===== src/rtl/mod_counter_ext.sv =====
// mod_counter_ext: parametrised modulo-N counter with prescaler, up/down
// direction, parallel load, synchronous clear and wrap/saturate boundary mode.
// The tc output is a registered one-cycle pulse suitable for cascading into
// the en input of a further instance.
module mod_counter_ext #(
   parameter int WIDTH    = 6,
   parameter int MODULUS  = 41,
   parameter int PRESCALE = 1
) (
   input  logic             clk,
   input  logic             rst,
   input  logic             en,
   input  logic             up,
   input  logic             mode,
   input  logic             clr,
   input  logic             load,
   input  logic [WIDTH-1:0] din,
   output logic [WIDTH-1:0] cnt,
   output logic             tc,
   output logic             sat
);

   // Prescaler width: at least one bit so PRESCALE=1 still has a legal vector.
   localparam int PW = (PRESCALE > 1) ? $clog2(PRESCALE) : 1;

   localparam logic [WIDTH-1:0] MAX_CNT = WIDTH'(MODULUS - 1);
   localparam logic [WIDTH-1:0] ZERO    = '0;
   localparam logic [WIDTH-1:0] ONE     = WIDTH'(1);
   localparam logic [PW-1:0]    PSC_MAX = PW'(PRESCALE - 1);
   localparam logic [PW-1:0]    PSC_ONE = PW'(1);

   logic [WIDTH-1:0] cnt_q, cnt_d;
   logic [PW-1:0]    psc_q, psc_d;
   logic             tc_q, tc_d;
   logic             sat_q, sat_d;
   logic             step;
   logic [WIDTH-1:0] bnd;
   logic [WIDTH-1:0] nxt;

   // Out-of-range load values clamp to the top of the count range. Comparing
   // against MAX_CNT keeps everything within WIDTH bits even when
   // MODULUS == 2**WIDTH.
   function automatic logic [WIDTH-1:0] clamp_load(input logic [WIDTH-1:0] v);
      return (v > MAX_CNT) ? MAX_CNT : v;
   endfunction

   // Next-state logic: load > clr > prescaled step > hold.
   always_comb begin
      cnt_d = cnt_q;
      psc_d = psc_q;
      tc_d  = 1'b0;
      step  = 1'b0;
      nxt   = cnt_q;
      bnd   = up ? MAX_CNT : ZERO;

      if (load) begin
         cnt_d = clamp_load(din);
         psc_d = '0;
      end else if (clr) begin
         cnt_d = ZERO;
         psc_d = '0;
      end else if (en) begin
         if (psc_q == PSC_MAX) begin
            psc_d = '0;
            step  = 1'b1;
         end else begin
            psc_d = psc_q + PSC_ONE;
         end
      end

      if (step) begin
         if (cnt_q == bnd) begin
            // At the boundary: wrap (with tc) or hold in saturate mode.
            if (!mode) begin
               cnt_d = up ? ZERO : MAX_CNT;
               tc_d  = 1'b1;
            end
         end else begin
            // Boundary compare above guarantees no over/underflow here.
            nxt   = up ? (cnt_q + ONE) : (cnt_q - ONE);
            cnt_d = nxt;
            tc_d  = mode && (nxt == bnd);
         end
      end

      // Saturation flag tracks the next count against the current direction.
      sat_d = mode && (cnt_d == bnd);
   end

   // State registers with asynchronous active-low reset.
   always_ff @(posedge clk or negedge rst) begin
      if (!rst) begin
         cnt_q <= '0;
         psc_q <= '0;
         tc_q  <= 1'b0;
         sat_q <= 1'b0;
      end else begin
         cnt_q <= cnt_d;
         psc_q <= psc_d;
         tc_q  <= tc_d;
         sat_q <= sat_d;
      end
   end

   assign cnt = cnt_q;
   assign tc  = tc_q;
   assign sat = sat_q;

endmodule


===== config.mk =====
export PLATFORM = sky130hd
export DESIGN_NAME = mod_counter_ext
export DESIGN_NICKNAME = d
export VERILOG_FILES = /design/src/rtl/mod_counter_ext.sv
export SDC_FILE = /design/constraint.sdc
export NUM_CORES = 1
export LEC_CHECK = 0
export BUFFER_PORTS_ARGS = -buffer_cell sky130_fd_sc_hd__buf_2
export CAP_MARGIN = 20
export CORE_MARGIN = 2
export CORE_UTILIZATION = 32
export DETAILED_ROUTE_END_ITERATION = 6
export PLACE_DENSITY = 0.53
export SLEW_MARGIN = 15
export SYNTH_ARGS = -nofsm -noshare
export SYNTH_HDL_FRONTEND = slang
export SYNTH_SLANG_ARGS = --single-unit

===== constraint.sdc =====
create_clock -name clk -period 2.86 [get_ports clk]
set_clock_uncertainty 0.05 [all_clocks]
set_input_delay 0.143 -clock clk [delete_from_list [all_inputs] [get_ports clk]]
set_output_delay 0.143 -clock clk [all_outputs]
set_load 0.01 [all_outputs]

==> flow_summary.ini <==
[run_status]
status = finished clean

[layout]
drive_gt1_share_pct = 25.8
final_cell_area_um2 = 1040
n_antenna_cell = 0
fin_util_pct = 41.4
synthToLayoutAreaGrowth_pct = 22.1
nets = 149

[synthesis]
yosys.area.top_type = dfrtp_1
synth_area_leaders = dfrtp_1, ha_1, o21ai_0
synth_commonest_cells = dfrtp_1, o21ai_0, a21oi_1
synth_seq_cells = 8
synth_area_per_cell_um2 = 8.16
synth_edf_count = 0
synthCells = 104
ys_seq_area_share_pct = 23.6
synth_nets = 123
yosysTopAreaCellShare_pct = 23.6
async_reset_ff_share_pct = 100
synth_ff_type = dfrtp_1
netlist_area_um2 = 848
yosys_warnings = 0
yosysUniqueCellTypes = 39

[timing]
period_minus_slack_ns = 2.69
hold_ws_ns = 0.0849
fmax_mhz = 372
setup_violations = 0
fin_setup_tns_ns = 0
slew_headroom_pct = 62.1
drv_slew = 0
period_share_pct = 94.0
worstMarginPinSlew_ns = 0.566
rsz0062_at_grt = no
finalHoldViolations = 0

[placed_design]
placed_area_um2 = 1000
io_buffers = 20
dpl.hpwl_mm = 1.99
gp_congestion = 0.850

[route]
first_iter_violations = 45
drc_errors = 0
vias_per_cell = 5.84
antenna_left = 0
wl_per_cell_um = 15.4
via_count = 922
wl_mm = 2.43
dr.pass1.iters = 4

[global_routing]
first_global_vias = 886
grt_pass1_wl_mm = 4.13
overflow = 0
antenna_found_initial = 0
grt_max_degree = 14
grtUsageTotal_pct = 16.4

[clock_network]
post_cts_buffers = 0
cts_tree = built
insertion_delay_ns = 0.26
numCtsBuffers = 3
clock_sinks = 8
clockRootBuffer = clkbuf_4
clk_path_buf_depth = 2
clkTransAtPathRegs_ns = 0.06
htreeDepth = 1

[die]
fp.dieW_um = 55.5
die_h_um = 55.5
start_util_pct = 33.9
ios = 21
rows = 18
core_area_um2 = 2500
dieArea_um2 = 3080

[power_and_ir_drop]
finalPower_uw = 454
power_density_nw_per_um2 = 438
power_leakage_uw = 0.000457
max-vdd-ir-drop_v = 0.000262

[setup_path]
crit_family = compound AO/OA/AOI/OAI gates
cp_max_fo = 7
cp_slowest_cell = o41a_4
crit_chain = ha_1, or4b_1, o41a_4, a221oi_2, o21ba_2, or3_1, a21oi_2
worstSetupPathDepth = 7
critical_path.endpoint_type = register
critical_path_required_ns = 3.00
path_class = reg2reg
max_stage_delay_ns = 0.49
path_buf_inv = 0
rr_worst_depth = 7
cp-start-kind = register
crit_arrival_ns = 2.83

[flow_run]
drv_cap = 0

[hold_path]
min_path_type = in2reg
min_path_cells = 2
-- registers in the layout (all words and copies together), names as in the netlist --
signal and cells:
cnt 6, sat 1, tc 1
-- layout make-up --
type / instances / area [um^2]
multi-input combinational: 86 / 609
sequential: 8 / 200
timing repair buffer: 26 / 148
inverter: 5 / 18.8
clock buffer: 3 / 22.5
fill: 256 / 1460
tap: 30 / 37.5
-- power by group --
part,total [uW],internal [uW],switching (uW)
clock,89.5,48.2,41.3
combinational,219,97.8,121
sequential,146,125,21.0
-- metrics by stage --
| stage | setup slack, ns | cells |
|---|---|---|
| 6_report | 0.173 | 158 |
| 5_1_grt | 0.0583 | 158 |
| 4_1_cts | 0.178 | 158 |
| 3_5_place_dp | 0.195 | 154 |
| 3_3_place_gp | 0.266 | 154 |
| 2_1_floorplan | 0.0806 | 104 |
-- kinds of logic after synthesis --
| kind of cell | Yosys count | synth area share (%) |
|---|---|---|
| AOI/OAI and AO/OA | 40 | 34.4 |
| and+or+nand+nor | 34 | 21.4 |
| buffers and inverters | 10 | 4.57 |
| DFF | 8 | 23.6 |
| adders and majority gates | 6 | 9.73 |
| xor gates and xnor gates | 5 | 5.16 |
| muxes | 1 | 1.18 |
-- layout by cell type (no fill, tap or decap), types with 4 or more instances in the layout --
cell,netlist,final
buf_2,1,20
o21ai_0,8,8
dfrtp_1,8,8
a21oi_1,7,7
nor2_1,6,6
nand2_1,6,6
inv_1,5,5
ha_1,5,5
buf_4,0,5
a22oi_1,4,4
o22ai_1,4,4
nand3_1,4,4
-- repair_timing --
action / 4_1_cts / 5_1_grt
gates resized for setup: 0 / 0
hold endpoints to repair: 8 / 0
hold buffers: 1 / 0
-- final timing paths --
check,from,end,slack [ns]
hold / removal,din[0],cnt[0]$_DFF_PN0_,0.08
setup reg to reg,cnt[3]$_DFF_PN0_,sat$_DFF_PN0_,0.17
min in group asynchronous,rst,sat$_DFF_PN0_,0.21
setup / recovery,cnt[3]$_DFF_PN0_,sat$_DFF_PN0_,0.17
max in group asynchronous,rst,cnt[1]$_DFF_PN0_,2.38
hold reg to reg,cnt[2]$_DFF_PN0_,cnt[2]$_DFF_PN0_,0.68
-- per-layer routing --
metal,part of all wire [%],GRT usage (%)
met3,5.8,2.58
met5,0,0
met1,47,22.9
met2,46,25.0
met4,1.1,6.62
Power figures use the tool's default switching activity.
